**src/rtl/adder_measure_sequencer.sv**
```systemverilog
// Adder delay measurement sequencer: drives operands and tap selects onto an
// instrumented adder, gates its ring oscillator for a timed window and
// accumulates the observed ring edge count over one or more iterations.
module adder_measure_sequencer #(
  parameter int DATA_W = 32
) (
  input  logic              wb_clk_i,
  input  logic              wb_rst_i,
  input  logic              active,
  input  logic              start,
  input  logic              abort,
  input  logic [DATA_W-1:0] a_cfg,
  input  logic [DATA_W-1:0] b_cfg,
  input  logic [DATA_W-1:0] ext_mask_b_cfg,
  input  logic [DATA_W-1:0] ring_mask_b_cfg,
  input  logic [7:0]        settle_cycles,
  input  logic [15:0]       window_cycles,
  input  logic [3:0]        repeat_count,
  input  logic [DATA_W-1:0] ring_count,
  output logic [DATA_W-1:0] a_input,
  output logic [DATA_W-1:0] b_input,
  output logic [DATA_W-1:0] a_input_ext_bit_b,
  output logic [DATA_W-1:0] a_input_ring_bit_b,
  output logic              run,
  output logic              busy,
  output logic              done,
  output logic [DATA_W-1:0] result,
  output logic              overflow
);

  typedef enum logic [2:0] {
    IDLE    = 3'd0,
    LOAD    = 3'd1,
    SETTLE  = 3'd2,
    RUN     = 3'd3,
    CAPTURE = 3'd4,
    DONE    = 3'd5
  } state_t;

  state_t state;
  state_t state_nxt;

  // Configuration captured when a start is accepted
  logic [DATA_W-1:0] a_lat;
  logic [DATA_W-1:0] b_lat;
  logic [DATA_W-1:0] ext_lat;
  logic [DATA_W-1:0] ring_lat;
  logic [7:0]        settle_lat;
  logic [15:0]       window_lat;
  logic [3:0]        repeat_lat;

  logic [DATA_W-1:0] snapshot;
  logic [15:0]       cnt;
  logic [3:0]        iter_cnt;

  // Terminal counts with zero treated as one
  logic [15:0]       settle_last;
  logic [15:0]       window_last;
  logic [3:0]        repeat_last;

  logic              accept;
  logic              kill;
  logic [DATA_W:0]   acc_sum;

  // Modular delta since the snapshot added to the accumulator; the top bit
  // is the carry out of the add.
  function automatic logic [DATA_W:0] acc_add(
    input logic [DATA_W-1:0] acc,
    input logic [DATA_W-1:0] now_cnt,
    input logic [DATA_W-1:0] snap
  );
    logic [DATA_W-1:0] delta;
    delta = now_cnt - snap;
    return {1'b0, acc} + {1'b0, delta};
  endfunction

  // Clamped terminal counts, start/abort qualification and capture sum
  always_comb begin
    settle_last = (settle_lat == 8'd0) ? 16'd0 : ({8'd0, settle_lat} - 16'd1);
    window_last = (window_lat == 16'd0) ? 16'd0 : (window_lat - 16'd1);
    repeat_last = (repeat_lat == 4'd0) ? 4'd0 : (repeat_lat - 4'd1);
    accept      = (state == IDLE) && active && start && !abort;
    kill        = (state != IDLE) && (abort || !active);
    acc_sum     = acc_add(result, ring_count, snapshot);
  end

  // Next-state and status outputs; abort or inactive overrides everything
  always_comb begin
    state_nxt = state;
    busy      = (state != IDLE);
    run       = (state == RUN);
    if (kill) begin
      state_nxt = IDLE;
    end else begin
      case (state)
        IDLE:    if (accept) state_nxt = LOAD;
        LOAD:    state_nxt = SETTLE;
        SETTLE:  if (cnt == settle_last) state_nxt = RUN;
        RUN:     if (cnt == window_last) state_nxt = CAPTURE;
        CAPTURE: state_nxt = (iter_cnt == repeat_last) ? DONE : SETTLE;
        DONE:    state_nxt = IDLE;
        default: state_nxt = IDLE;
      endcase
    end
  end

  // State register, counters, adder drive and sticky result flags
  always_ff @(posedge wb_clk_i) begin
    if (wb_rst_i) begin
      state              <= IDLE;
      cnt                <= 16'd0;
      iter_cnt           <= 4'd0;
      done               <= 1'b0;
      result             <= '0;
      overflow           <= 1'b0;
      a_input            <= '0;
      b_input            <= '0;
      a_input_ext_bit_b  <= '1;
      a_input_ring_bit_b <= '1;
    end else begin
      state <= state_nxt;

      // Per-state cycle counter restarts on every state change
      if ((state == IDLE) || (state_nxt != state)) begin
        cnt <= 16'd0;
      end else begin
        cnt <= cnt + 16'd1;
      end

      if (accept) begin
        iter_cnt <= 4'd0;
        done     <= 1'b0;
        result   <= '0;
        overflow <= 1'b0;
      end

      if (kill) begin
        done <= 1'b0;
      end

      if ((state == LOAD) && !kill) begin
        a_input            <= a_lat;
        b_input            <= b_lat;
        a_input_ext_bit_b  <= ext_lat;
        a_input_ring_bit_b <= ring_lat;
      end

      if ((state == CAPTURE) && !kill) begin
        result <= acc_sum[DATA_W-1:0];
        if (acc_sum[DATA_W]) begin
          overflow <= 1'b1;
        end
        if (iter_cnt != repeat_last) begin
          iter_cnt <= iter_cnt + 4'd1;
        end
      end

      if ((state == DONE) && !kill) begin
        done <= 1'b1;
      end
    end
  end

  // Configuration latch and ring counter snapshot (data only, no reset)
  always_ff @(posedge wb_clk_i) begin
    if (accept) begin
      a_lat      <= a_cfg;
      b_lat      <= b_cfg;
      ext_lat    <= ext_mask_b_cfg;
      ring_lat   <= ring_mask_b_cfg;
      settle_lat <= settle_cycles;
      window_lat <= window_cycles;
      repeat_lat <= repeat_count;
    end
    if ((state == SETTLE) && (state_nxt == RUN)) begin
      snapshot <= ring_count;
    end
  end

endmodule
```
**config.mk**
```make
export PLATFORM = sky130hd
export DESIGN_NAME = adder_measure_sequencer
export DESIGN_NICKNAME = d
export VERILOG_FILES = /design/src/rtl/adder_measure_sequencer.sv
export SDC_FILE = /design/constraint.sdc
export NUM_CORES = 1
export LEC_CHECK = 0
export CELL_PAD_IN_SITES_DETAIL_PLACEMENT = 0
export CELL_PAD_IN_SITES_GLOBAL_PLACEMENT = 1
export CORE_ASPECT_RATIO = 0.9
export CORE_MARGIN = 2
export CORE_UTILIZATION = 39
export DETAILED_ROUTE_END_ITERATION = 10
export HOLD_SLACK_MARGIN = 0.12
export PLACE_DENSITY_LB_ADDON = 0.1
export SLEW_MARGIN = 0
export SYNTH_ARGS = -nofsm -noshare
export SYNTH_HDL_FRONTEND = slang
export SYNTH_SLANG_ARGS = --single-unit
```
**constraint.sdc**
```tcl
create_clock -name wb_clk_i -period 8.1 [get_ports wb_clk_i]
set_input_delay 1.62 -clock wb_clk_i [delete_from_list [all_inputs] [get_ports wb_clk_i]]
set_output_delay 1.62 -clock wb_clk_i [all_outputs]
set_load 0.05 [all_outputs]
```
* Yosys cells after proc, flatten, opt, wreduce, memory -nomap -nowiden
Index checks and enable logic that the tools add are counted.
W data, S select, Z words.
** Storage, ports and cells
- Memory bits (read-only) :: 0
- Memories :: 0
- Word-level logic and storage cells :: 77
- Bits in latches :: 0
- Bits in registers :: 373
- RAM bits :: 0
** Operators by class
- Bitwise logic cells :: 0
- Shift operators :: 0
- $add $sub $neg :: 7
- Order comparisons :: 0
- Reductions and logical operators :: 21
- Muxes and demuxes :: 20
- Equality and inequality tests :: 11
- $mul :: 0
- Divide/modulo/power cells :: 0
** Operators by type and width (number)
- $mux W32 :: 2
- $add A32 B32 Y33 :: 1
- $eq A16 B16 Y1 :: 2
- $mux W16 :: 2
- $sub A32 B32 Y32 :: 1
- $add A16 B1 Y16 const B :: 1
- $logic_not A16 Y1 :: 1
- $mux W4 :: 4
- $sub A16 B1 Y16 const B :: 1
- $mux W3 :: 5
- $pmux W3 S5 :: 1
- $eq A3 B2 Y1 const B :: 3
- $sub A8 B1 Y9 const B :: 1
- $logic_and A1 B1 Y1 :: 8
- $logic_not A8 Y1 :: 1
- $eq A3 B3 Y1 const B :: 2
- $mux W1 :: 6
- $reduce_bool A3 Y1 :: 2
- $add A4 B1 Y4 const B :: 1
- $eq A4 B4 Y1 :: 1
- $logic_not A4 Y1 :: 1
- $ne A4 B4 Y1 :: 1
- $sub A4 B1 Y4 const B :: 1
- $eq A3 B1 Y1 const B :: 1
- other kinds (6) :: 9

* Logic depth before layout (Yosys ltp)
Gate-level depths: netlist (run 1).
- Depth in word-level cells :: 10
- Mapped depth :: 22

* Worst setup path after synthesis (run 1)
OpenSTA, ideal clock, no wires.
- Path type :: input port to flip-flop
- Start :: input active
- End :: register result[10]
- Stages on the path :: 7
- Setup slack :: 1.701 ns
- Required time :: 7.972 ns
- Arrival time :: 6.271 ns
- Library setup time :: 0.128 ns
- Path through :: nor2b_1 nand3_1 inv_1 nor2_1 clkbuf_1 a22oi_1 nor2_1
** On the way
- Elaborated cells between the ends (all ways) :: 10
** RTL lines
- start: declaration :: RTL line 9 : input logic active,
- $logic_and A1 B1 Y1 (3 in a row) :: RTL line 82 : accept = (state == IDLE) && active && start && !abort;
- named net accept :: RTL line 61 : logic accept;
- $reduce_bool A2 Y1 (no line)
- end signal: assignment :: RTL line 149 : result <= acc_sum[DATA_W-1:0];
- end: declaration :: RTL line 27 : output logic [DATA_W-1:0] result,
The timed path passes the listed nets, and every way through them passes these cells.
A chain may end at the register's enable or synchronous reset.

* Worst setup path in the final report (run 1)
- Start :: input ring_count[0]
- End :: register result[22]
** On the way
- Word-level cells in the longest chain between the ends :: 3
** RTL lines
- start: declaration :: RTL line 19 : input logic [DATA_W-1:0] ring_count,
- $sub A32 B32 Y32 :: RTL line 73 : delta = now_cnt - snap;
- $add A32 B32 Y33 :: RTL line 74 : return {1'b0, acc} + {1'b0, delta};
- $mux W32 :: RTL line 148 : if ((state == CAPTURE) && !kill) begin
No other way between the ends.

==> results of run 1 <==
-- final timing paths --
kind	slack, ns	cells past startpoint	start	endpoint
setup reg to reg	3.26	20	snapshot[0]	result[22]
setup / recovery	2.08	22	ring_count[0]	result[22]
hold / removal	0.45	2	a_input[6]	a_input[6]
hold reg to reg	0.45	2	a_input[6]	a_input[6]
-- state kept, by name (all words and copies together) (netlist names), 4 cells and up --
signal	count
window_lat	16
cnt	16
settle_lat	8
a_input_ext_bit_b	32
iter_cnt	4
snapshot	32
a_input	32
result	32
repeat_lat	4
b_input	32
ring_lat	32
a_input_ring_bit_b	32
a_lat	32
ext_lat	32
b_lat	32
-- layout by cell type (no fill, tap or decap), types with 13 or more instances in the layout --
master	Yosys	layout
nand2_1	311	310
inv_1	79	78
ha_1	67	67
dfxtp_1	185	185
clkbuf_16	0	43
clkdlybuf4s50_1	0	355
nand2b_1	13	13
a22o_1	16	16
nand3b_1	68	68
xnor2_1	62	62
nor2_1	101	100
o21ai_0	39	39
nor3_1	22	20
nand3_1	32	32
a22oi_1	20	20
edfxtp_1	188	188
xor2_1	33	33
a21oi_1	143	143
a21o_1	18	18
-- area by class of cell --
class                           instances  area, sq um  area share, %
Inverter                               79          302           1.36
Sequential cell                       373         9350           42.3
Clock inverter                         15          171          0.775
Antenna cell                            3         7.51         0.0340
Clock buffer                           62         1260           5.69
Multi-Input combinational cell       1101         6700           30.3
Timing Repair Buffer                  367         3640           16.5
Tap cell                              547          684           3.10
-- through the flow --
stage	util (%)	power [mW]
3_3_place_gp	49.4	2.59
5_1_grt	52.8	4.67
2_1_floorplan	-	2.41
6_report	52.8	4.50
4_1_cts	52.8	4.56
3_5_place_dp	49.4	2.60
-- kinds of logic (layout without fill, tap and decap cells) --
group	Yosys count	after routing	synth area share, %
and+or+nand+nor	609	609	17.3
DFF	373	373	56.4
AOI/OAI and AO/OA	320	320	12.1
buffers and inverters	145	523	3.34
xor gates and xnor gates	95	95	5.02
adders and majority gates	69	69	5.30
muxes	8	8	0.491
other	0	3	0
-- power by group through the flow --
stage | sequential, mW | combinational (mW) | clock, mW
floorplan | 2.17 | 0.235 | 0
detailed placement | 2.13 | 0.472 | 0
global route | 2.09 | 0.514 | 2.06
finish | 2.09 | 0.470 | 1.94
global placement | 2.13 | 0.469 | 0
CTS | 2.09 | 0.474 | 1.99
-- layer usage --
layer	wire length [microns]	vias up	global-route usage, %	part of all wire, %
li1	-	6401	-	-
met1	20300	6033	26.2	44
met2	20700	305	32.1	45
met3	3870	75	7.48	8.4
met4	1310	8	7.43	2.8
met5	60	-	0	0.13
-- worst min-delay path: cells and delay by family, from the launching register on --
family             cells  cell delay, ns
AOI/OAI and AO/OA      1            0.05
DFF                    1            0.31
and+or+nand+nor        1            0.05
==> flow_metrics.py, run 1 <==
metrics = {
    "run_status": {
        "outcome": "finished clean",
    },
    "cts": {
        "clk_latency_ns": 0.57,
        "ctsLongestPathBuffers": 3,
        "cts_hold_buf": 0,
        "htreeDepth": 2,
        "cts_num_sinks": 373,
        "cts_tree": "done",
        "cts.clk_slew.worst_paths_ns": 0.06,
        "root_buffer": "clkbuf_16",
        "cts_inserted_buffers": 42,
        "cts_repair_resize_count": 0,
        "cts_setup_buffers": 0,
    },
    "routing": {
        "drt-initial-drc-count": 684,
        "drc_errors": 0,
        "routedWlPerCell_microns": 18.2,
        "first_pass_iters": 5,
        "dr_total_vias": 12800,
        "drt_wl_total_microns": 46300,
        "viasPerCell": 5.03,
        "final_antenna_net_count": 0,
    },
    "synth": {
        "ys_ff_latch": 373,
        "synth_top_area_share_pct": 34.1,
        "synth.area.top_cells": "edfxtp_1 (34%), dfxtp_1 (22%), nand2_1 (7.0%), ha_1 (5.1%), a21oi_1 (4.3%)",
        "synth_edf_count": 188,
        "synthFlopType": "edfxtp_1",
        "async_flop_share_pct": 0,
        "syn_avg_cell_area_sq_um": 10.2,
        "syn_area_sq_um": 16600,
        "synth_warnings": 0,
        "ys_types": 68,
        "synth_top_area_cell": "edfxtp_1",
        "synthesis.nets": 1881,
        "syn_inst": 1619,
        "yosysMostFrequentCell": "nand2_1",
        "yosys-top-cells-count": "nand2_1 (311), edfxtp_1 (188), dfxtp_1 (185), a21oi_1 (143), nor2_1 (101)",
        "seq_area_frac_synth_pct": 56.4,
    },
    "floorplan": {
        "start_util_pct": 39.6,
        "fp.dieArea_sq_um": 44200,
        "fp.dieW_microns": 221,
        "core_area_sq_um": 41800,
        "fp.dieH_microns": 200,
        "ioPinCount": 357,
        "num_rows": 71,
    },
    "worst_hold_path": {
        "hold_path.class": "reg -> reg",
    },
    "critical_path": {
        "cp_data_required_time_ns": 8.56,
        "cp.arrival_ns": 6.48,
        "critical_path_class": "in -> reg",
        "cp_cell_sequence": "clkdlybuf4s50_1, inv_1, ha_1, inv_1, fa_1, a211oi_1, o21ai_0, a31oi_1, o21bai_1, a21oi_1, o21ai_0, xnor2_1, ha_1, o21ai_0, a221oi_1, a21oi_1, o221ai_1, o21ai_0, o21a_1, o21ai_0, xnor2_1, a22o_1",
        "max_stage_delay_ns": 0.47,
        "crit_top_cell": "o21ai_0",
        "cp_num_buf_inv": 3,
        "critPathMaxFanout": 4,
        "path_delay_family": "compound AO/OA/AOI/OAI gates",
        "cpMaxStageDelayCell": "a221oi_1",
        "cp-end-kind": "register",
        "worst_setup_path_start_kind": "primary input",
    },
    "global_routing": {
        "grt_pass1_wl_microns": 71200,
        "first_global_vias": 12600,
        "grt_overflow": 0,
        "grt_max_degree": 114,
        "antenna_found_initial": 7,
        "grt_use_total_pct": 20.5,
    },
    "power_and_ir_drop": {
        "swShare_pct": 24.3,
        "seqPwrFrac_pct": 46.4,
        "ir_worst_vdd_mv": 0.176,
        "p_comb_share_pct": 10.4,
        "p_int_mw": 3.41,
        "p_clk_share_pct": 43.1,
        "p_leak_nw": 8.28,
        "p_per_area_nw_per_um2": 203,
        "p_sw_mw": 1.09,
    },
    "place": {
        "hpwl_microns": 32700,
        "dpl_worst_slack_ns": 1.66,
        "io_buffers": 356,
        "dp_cells": 2467,
        "place_area_sq_um": 20700,
        "place.gp.congestion": 0.850,
    },
    "timing": {
        "hold_slack_ns": 0.455,
        "finalSetupViolations": 0,
        "min_period_ns": 6.02,
        "max-slew-margin-rel_pct": 21.7,
        "setup_slack_ns": 2.08,
        "period_share_pct": 74.3,
        "rsz0062_at_grt": "no",
        "fin_worst_skew_ns": 0.0272,
        "worst_pin_slew_ns": 1.17,
        "maxSlewViolCount": 0,
        "hold_viol_final": 0,
        "finalSetupTns_ns": 0,
        "timing.fmax_mhz": 166,
    },
    "cells_and_area": {
        "final_cells": 2547,
        "fill_cells": 3807,
        "syn_to_final_growth_pct": 33.4,
        "drive_above_1_share_pct": 4.86,
        "final_cell_area_sq_um": 22100,
        "nNetsFinal": 2226,
    },
    "run": {
        "maxCapViolations": 0,
    },
}
Note: power is estimated with default switching activity, not from simulation.
==> run 2, diff against run 1 <==
- clock period: 8.1 -> 5.8 ns (I/O delays scaled with it)
==> flow_metrics.py, run 2 (synthesized netlist as in run 1, its figures left out) <==
metrics = {
    "timing": {
        "worst_pin_slew_ns": 1.12,
        "max-slew-margin-rel_pct": 25.0,
        "finalSetupTns_ns": 0,
        "timing.fmax_mhz": 189,
        "maxSlewViolCount": 0,
        "min_period_ns": 5.29,
        "finalSetupViolations": 0,
        "period_share_pct": 91.1,
        "hold_viol_final": 0,
        "rsz0062_at_grt": "no",
        "fin_worst_skew_ns": 0.0274,
    },
    "cts": {
        "root_buffer": "clkbuf_16",
        "ctsLongestPathBuffers": 3,
        "cts_tree": "done",
        "cts_inserted_buffers": 42,
        "clk_latency_ns": 0.57,
        "cts.clk_slew.worst_paths_ns": 0.06,
        "cts_num_sinks": 373,
        "htreeDepth": 2,
    },
    "floorplan": {
        "ioPinCount": 357,
        "core_area_sq_um": 41800,
        "fp.dieH_microns": 200,
        "fp.dieW_microns": 221,
        "start_util_pct": 39.6,
        "num_rows": 71,
        "fp.dieArea_sq_um": 44200,
    },
    "critical_path": {
        "cp-end-kind": "register",
        "worst_setup_path_start_kind": "primary input",
        "critical_path_class": "in -> reg",
        "critPathMaxFanout": 3,
        "cp_data_required_time_ns": 6.25,
        "cp.arrival_ns": 5.73,
    },
    "cells_and_area": {
        "utilization_pct": 53.0,
        "fill_cells": 3729,
        "drive_above_1_share_pct": 5.42,
        "syn_to_final_growth_pct": 33.9,
        "final_cell_area_sq_um": 22200,
        "final_common_cell": "clkdlybuf4s50_1",
        "mostFrequentLayoutCells": "clkdlybuf4s50_1 (355), nand2_1 (310), edfxtp_1 (188), dfxtp_1 (185), a21oi_1 (143)",
        "nNetsFinal": 2240,
    },
    "place": {
        "io_buffers": 356,
        "place.gp.congestion": 0.826,
        "place_area_sq_um": 20800,
        "hpwl_microns": 31800,
    },
    "power_and_ir_drop": {
        "p_per_area_nw_per_um2": 278,
        "p_leak_nw": 8.32,
        "ir_worst_vdd_mv": 0.207,
    },
    "global_routing": {
        "grt_pass1_wl_microns": 71000,
        "grt_use_total_pct": 20.4,
        "grt_max_degree": 129,
        "first_global_vias": 12800,
        "grt_overflow": 0,
        "antenna_found_initial": 11,
    },
    "run": {
        "maxCapViolations": 0,
    },
    "routing": {
        "viasPerCell": 5.00,
        "drt-initial-drc-count": 769,
        "final_antenna_net_count": 0,
        "dr_total_vias": 12800,
        "drc_errors": 0,
        "routedWlPerCell_microns": 17.8,
        "first_pass_iters": 5,
        "drt_wl_total_microns": 45700,
    },
    "run_status": {
        "outcome": "finished clean",
    },
    "worst_hold_path": {
        "hold_path.class": "reg -> reg",
    },
}
[run 2: cell count changes in the layout (fill, tap and decap cells not counted), moves of 4 or more]
cell	before	now
clkinv_1	5	1
buf_4	12	22
clkinv_2	5	9
clkbuf_8	11	5
clkbuf_1	8	15
buf_12	0	4
[run 2: through the flow]
| stage | hold WS [ns] | std cells | setup slack, ns | total power [mW] |
|---|---|---|---|---|
| 3_3_place_gp | 0.437 | 2481 | 0.0610 | 3.64 |
| 5_1_grt | 0.471 | 2561 | 0.0149 | 6.43 |
| 2_1_floorplan | 0.433 | 1619 | 0.494 | 3.36 |
| 3_5_place_dp | 0.443 | 2481 | -0.00256 | 3.64 |
| 4_1_cts | 0.457 | 2559 | 0.538 | 6.27 |
| 6_report | 0.454 | 2564 | 0.515 | 6.18 |
[run 2: layout make-up]
| class | instances | area [sq um] | area share [%] |
|---|---|---|---|
| sequential | 373 | 9350 | 42.1 |
| multi-input combinational | 1101 | 6700 | 30.2 |
| timing repair buffer | 381 | 3800 | 17.1 |
| clock buffer | 63 | 1200 | 5.41 |
| tap | 547 | 684 | 3.08 |
| inverter | 79 | 300 | 1.35 |
| clock inverter | 15 | 145 | 0.654 |
| antenna | 5 | 12.5 | 0.0564 |
[run 2: repair_timing]
action	4_1_cts	5_1_grt
endpoints found under the setup margin	0	1
setup buffers	0	0
hold buffers	0	0
gates resized for setup	0	1
[run 2: metal layers]
metal | track usage [%] | wire [microns]
met4 | 6.84 | 1100
met5 | 0 | 89
met3 | 7.70 | 3860
met2 | 31.5 | 20300
met1 | 26.4 | 20300
[run 2: worst paths after layout]
check	start	end	slack (ns)	cells after the start
setup / recovery	ring_count[0]	result[22]	0.51	22
hold / removal	a_input[25]	a_input[25]	0.45	2
setup reg to reg	snapshot[1]	overflow	1.22	21
hold reg to reg	a_input[25]	a_input[25]	0.45	2
[run 2: where the power goes]
part | switching (mW) | internal, mW
logic | 0.374 | 0.298
clock network | 1.10 | 1.49
registers | 0.0442 | 2.87
total | 1.52 | 4.66
[run 2: worst max-delay path, cell delays in order]
cell,delay [ns]
clkdlybuf4s50_1,0.43
inv_1,0.07
ha_1,0.15
inv_1,0.05
fa_1,0.37
a211oi_1,0.28
o21ai_0,0.20
a31oi_1,0.25
o21bai_1,0.09
a21oi_1,0.17
o21ai_0,0.13
xnor2_1,0.20
ha_1,0.24
o21ai_0,0.15
a221oi_2,0.39
a21oi_1,0.13
o221ai_1,0.29
o21ai_0,0.26
o21a_1,0.26
o21ai_0,0.20
xnor2_1,0.09
a22o_1,0.19
==> run 3, diff against run 2 <==
- REMOVE_ABC_BUFFERS: unset -> 1
==> flow_metrics.py, run 3 (synthesized netlist as in run 1, its figures left out) <==
metrics = {
    "run_status": {
        "outcome": "finished clean",
    },
    "timing": {
        "min_period_ns": 5.34,
        "period_share_pct": 92.1,
        "finalSetupViolations": 0,
        "max-slew-margin-rel_pct": 34.5,
        "finalSetupTns_ns": 0,
        "worst_pin_slew_ns": 0.982,
        "fin_worst_skew_ns": 0.0196,
        "maxSlewViolCount": 0,
        "hold_slack_ns": 0.453,
        "rsz0062_at_grt": "no",
        "hold_viol_final": 0,
        "timing.fmax_mhz": 187,
    },
    "floorplan": {
        "fp.dieH_microns": 200,
        "core_area_sq_um": 41800,
        "start_util_pct": 39.6,
        "ioPinCount": 357,
        "fp.dieW_microns": 221,
        "fp.dieArea_sq_um": 44200,
        "num_rows": 71,
    },
    "worst_hold_path": {
        "whs_path_depth": 2,
        "hp-start": "b_input[20]",
        "hold_path.class": "reg -> reg",
    },
    "routing": {
        "first_pass_iters": 5,
        "drt-initial-drc-count": 638,
        "drc_errors": 0,
        "routedWlPerCell_microns": 17.9,
        "dr_total_vias": 12900,
        "final_antenna_net_count": 0,
        "viasPerCell": 5.02,
        "drt_wl_total_microns": 45800,
    },
    "critical_path": {
        "cp-end-kind": "register",
        "worstSetupEndpoint": "result[22]",
        "cp_data_required_time_ns": 6.26,
        "worst_setup_path_start_kind": "primary input",
        "cp.arrival_ns": 5.80,
        "critical_path_class": "in -> reg",
        "critPathMaxFanout": 3,
        "regToRegStartpoint": "snapshot[0]",
        "cp-startpoint": "ring_count[0]",
        "r2r_cells": 20,
        "r2r_slack_ns": 1.22,
        "r2r_end": "result[22]",
    },
    "power_and_ir_drop": {
        "p_per_area_nw_per_um2": 280,
        "p_leak_nw": 8.32,
        "power_mw": 6.22,
        "ir_worst_vdd_mv": 0.232,
    },
    "global_routing": {
        "grt_pass1_wl_microns": 70800,
        "grt_max_degree": 88,
        "grt_use_total_pct": 20.4,
        "first_global_vias": 12600,
        "antenna_found_initial": 12,
        "grt_overflow": 0,
    },
    "cells_and_area": {
        "drive_above_1_share_pct": 5.22,
        "syn_to_final_growth_pct": 33.8,
        "nNetsFinal": 2241,
        "final_common_cell": "clkdlybuf4s50_1",
        "mostFrequentLayoutCells": "clkdlybuf4s50_1 (355), nand2_1 (310), edfxtp_1 (188), dfxtp_1 (185), a21oi_1 (143)",
        "fill_cells": 3754,
        "final_cell_area_sq_um": 22200,
        "final_cells": 2561,
    },
    "cts": {
        "clk_latency_ns": 0.58,
        "root_buffer": "clkbuf_16",
        "ctsLongestPathBuffers": 3,
        "cts_tree": "done",
        "cts_num_sinks": 373,
        "htreeDepth": 2,
        "cts.clk_slew.worst_paths_ns": 0.06,
        "cts_hold_buf": 0,
        "cts_inserted_buffers": 42,
    },
    "place": {
        "hpwl_microns": 32200,
        "io_buffers": 356,
        "place.gp.congestion": 0.870,
        "place_area_sq_um": 20800,
        "dp_cells": 2482,
    },
    "run": {
        "maxCapViolations": 0,
    },
}
[run 3: area by class of cell]
type                       instances  area [sq um]  area share [%]
clock buffer                      61          1160            5.25
antenna                            2          5.00          0.0226
sequential                       373          9350            42.2
tap                              547           684            3.09
inverter                          79           302            1.36
clock inverter                    16           203           0.914
multi-input combinational       1101          6700            30.2
timing repair buffer             382          3770            17.0
[run 3: metal layers]
layer	routed length, microns	global-route usage, %	part of all wire, %
met4	1050	6.44	2.3
met3	4300	8.29	9.4
met1	20100	26.1	44
met2	20200	31.5	44
met5	125	0	0.27
[run 3: worst min path at each step]
stage | end | slack, ns
5_1_grt | a_input[8] | 0.47
6_report | b_input[20] | 0.45
3_3_place_gp | a_input_ext_bit_b[1] | 0.44
3_5_place_dp | a_input_ext_bit_b[27] | 0.45
2_1_floorplan | a_input_ext_bit_b[0] | 0.43
4_1_cts | b_input[21] | 0.46
[run 3: power by group]
group          internal (mW)  switching (mW)
Sequential              2.87          0.0440
Clock                   1.54            1.10
Combinational          0.294           0.373
Total                   4.70            1.51
[run 3: what timing repair did]
action | 4_1_cts | 5_1_grt
gates resized for setup | 0 | 1
buffers inserted | 0 | 0
setup endpoints to repair | 0 | 1
[run 3: through the flow]
stage / utilization [%] / setup WS [ns]
2_1_floorplan: - / -2.31
5_1_grt: 53.0 / 0.0528
4_1_cts: 53.0 / 0.468
6_report: 53.0 / 0.456
3_3_place_gp: 49.7 / 0.00631
3_5_place_dp: 49.7 / -0.103
[run 3: worst max-delay path, cell delays in order]
cell,delay [ns]
clkdlybuf4s50_1,0.43
inv_1,0.07
ha_1,0.17
inv_1,0.06
fa_1,0.39
a211oi_1,0.29
o21ai_0,0.20
a31oi_1,0.26
o21bai_1,0.09
a21oi_1,0.22
o21ai_0,0.15
xnor2_1,0.21
ha_1,0.23
o21ai_0,0.13
a221oi_2,0.37
a21oi_1,0.10
o221ai_1,0.26
o21ai_0,0.25
o21a_1,0.24
o21ai_0,0.23
xnor2_1,0.09
a22o_1,0.19
==> RTL edit: new RTL, config.mk and constraints of run 2 <==
The parameter `DATA_W` goes from 32 to 28.
--- a/src/rtl/adder_measure_sequencer.sv
+++ b/src/rtl/adder_measure_sequencer.sv
@@ -2,7 +2,7 @@
 // instrumented adder, gates its ring oscillator for a timed window and
 // accumulates the observed ring edge count over one or more iterations.
 module adder_measure_sequencer #(
-  parameter int DATA_W = 32
+  parameter int DATA_W = 28
 ) (
   input  logic              wb_clk_i,
   input  logic              wb_rst_i,
Interface: changed (10 resized); port bits go from 357 to 317. The function was not compared with the original's and may differ.
==> RTL edit against run 2 <==
Total power down 15%. Wire length down 12%. Critical endpoint is now overflow. Synthesized cell count down 8.9%. Sequential share of layout area down 0.48 points. Highest routed layer unchanged. Largest cell class unchanged. First-iteration DRC count down 12%. Clock skew down 13 ps. Sequential cell count down 40. Core utilization down 0.57 points. Synthesized area down 9.3%. Cell area down 9.7%. Setup slack worse by 120 ps.
==> RTL edit: results (changes against run 2) <==
Parameter                              Value

Run status
  Status ... finished, final reports clean (unchanged)

Die
  Die W ... 211 um (was 221 um)

Cells and area
  Share of cell area taken by multi-input logic gates ... 0.312 (was 0.302)
  Layout cells sized above 1 ... 0.0586 (was 0.0542)
  Clock buffer cells ... 53 (was 63)
  Clk tree area frac ... 0.0599 (was 0.0607)
  # diodes ... 1 (was 5)
  Final instance area ... 0.0200 mm^2 (was 0.0222 mm^2)

Worst hold path
  Hold EP ... b_input[2] (was a_input[25])

Power and ir drop
  Maximum ir drop on the vdd rail ... 0.239 mV (was 0.207 mV)
  Switch Pwr ... 1.18 mW (was 1.52 mW)

Worst setup path
  Worst Path Arrival ... 5820 ps (was 5730 ps)

Logic synthesis
  Cell count after synthesis ... 1475 (was 1619)
  Cell variety after synth ... 72 (was 68)
  EDFF count, synth ... 168 (was 188)
  Post-synthesis register bit count ... 333 (was 373)
  Synth area leaders ... sky130_fd_sc_hd__edfxtp_1 34%, sky130_fd_sc_hd__dfxtp_1 22%, sky130_fd_sc_hd__nand2_1 6.6%, sky130_fd_sc_hd__ha_1 4.9%, sky130_fd_sc_hd__a21oi_1 3.9% (was sky130_fd_sc_hd__edfxtp_1 34%, sky130_fd_sc_hd__dfxtp_1 22%, sky130_fd_sc_hd__nand2_1 7.0%, sky130_fd_sc_hd__ha_1 5.1%, sky130_fd_sc_hd__a21oi_1 4.3%)

Detailed routing
  Drt wl/cell ... 17.4 um (was 17.8 um)
  Initial DRC Count ... 677 (was 769)
  Routed length on met3 ... 3470 um (was 3860 um)
  Detailed route wirelength on metal2 ... 18200 um (was 20300 um)

Placed design
  Placer's final routability congestion estimate ... 0.810 (was 0.826)
  Standard cell area after detailed placement ... 0.0188 mm^2 (was 0.0208 mm^2)

Global routing
  Gr usage total ... 0.199 (was 0.204)
  Maximum number of pins on one net before global-route repair ... 142 (was 129)
  Vias in the first global route ... 11700 (was 12800)
  Met2 usage ... 0.322 (was 0.315)
  Met3 usage in global routing ... 0.0763 (was 0.0770)

Timing
  Slew of the pin with the lowest slew margin ... 1170 ps (was 1120 ps)
  Max Clock Skew ... 14.2 ps (was 27.4 ps)
  Post-layout minimum cycle time ... 5400 ps (was 5290 ps)
  Fin Hold WS ... 453 ps (was 454 ps)

Clock network
  Number of buffers added by the clock tree synthesis step ... 37 (was 42)
  Later-pin clock latency in the skew report ... 530 ps (was 570 ps)
## RTL edit: logic make-up (layout without fill, tap and decap cells)
kind of cell / after synthesis / in the layout / share of synthesized area
other: 0 / 1 / 0
buffers and inverters: 121 / 471 / 0.0310
AND/OR/NAND/NOR: 596 / 596 / 0.195
XOR/XNOR: 69 / 69 / 0.0421
multiplexers: 5 / 5 / 0.00333
adder cells (fa/ha/maj): 62 / 62 / 0.0524
AO/OA/AOI/OAI: 289 / 289 / 0.121
flip-flops: 333 / 333 / 0.555
## RTL edit: stage by stage
stage / power, mW / setup TNS [ps]
2_1_floorplan: 2.80 / 0
3_3_place_gp: 3.00 / -1110
3_5_place_dp: 3.00 / -2190
4_1_cts: 5.34 / 0
5_1_grt: 5.47 / -0.834
6_report: 5.27 / 0
## RTL edit: what timing repair did
item | 4_1_cts | 5_1_grt
gates resized for setup | 0 | 4
endpoints found under the setup margin | 0 | 8
hold buffers | 0 | 0
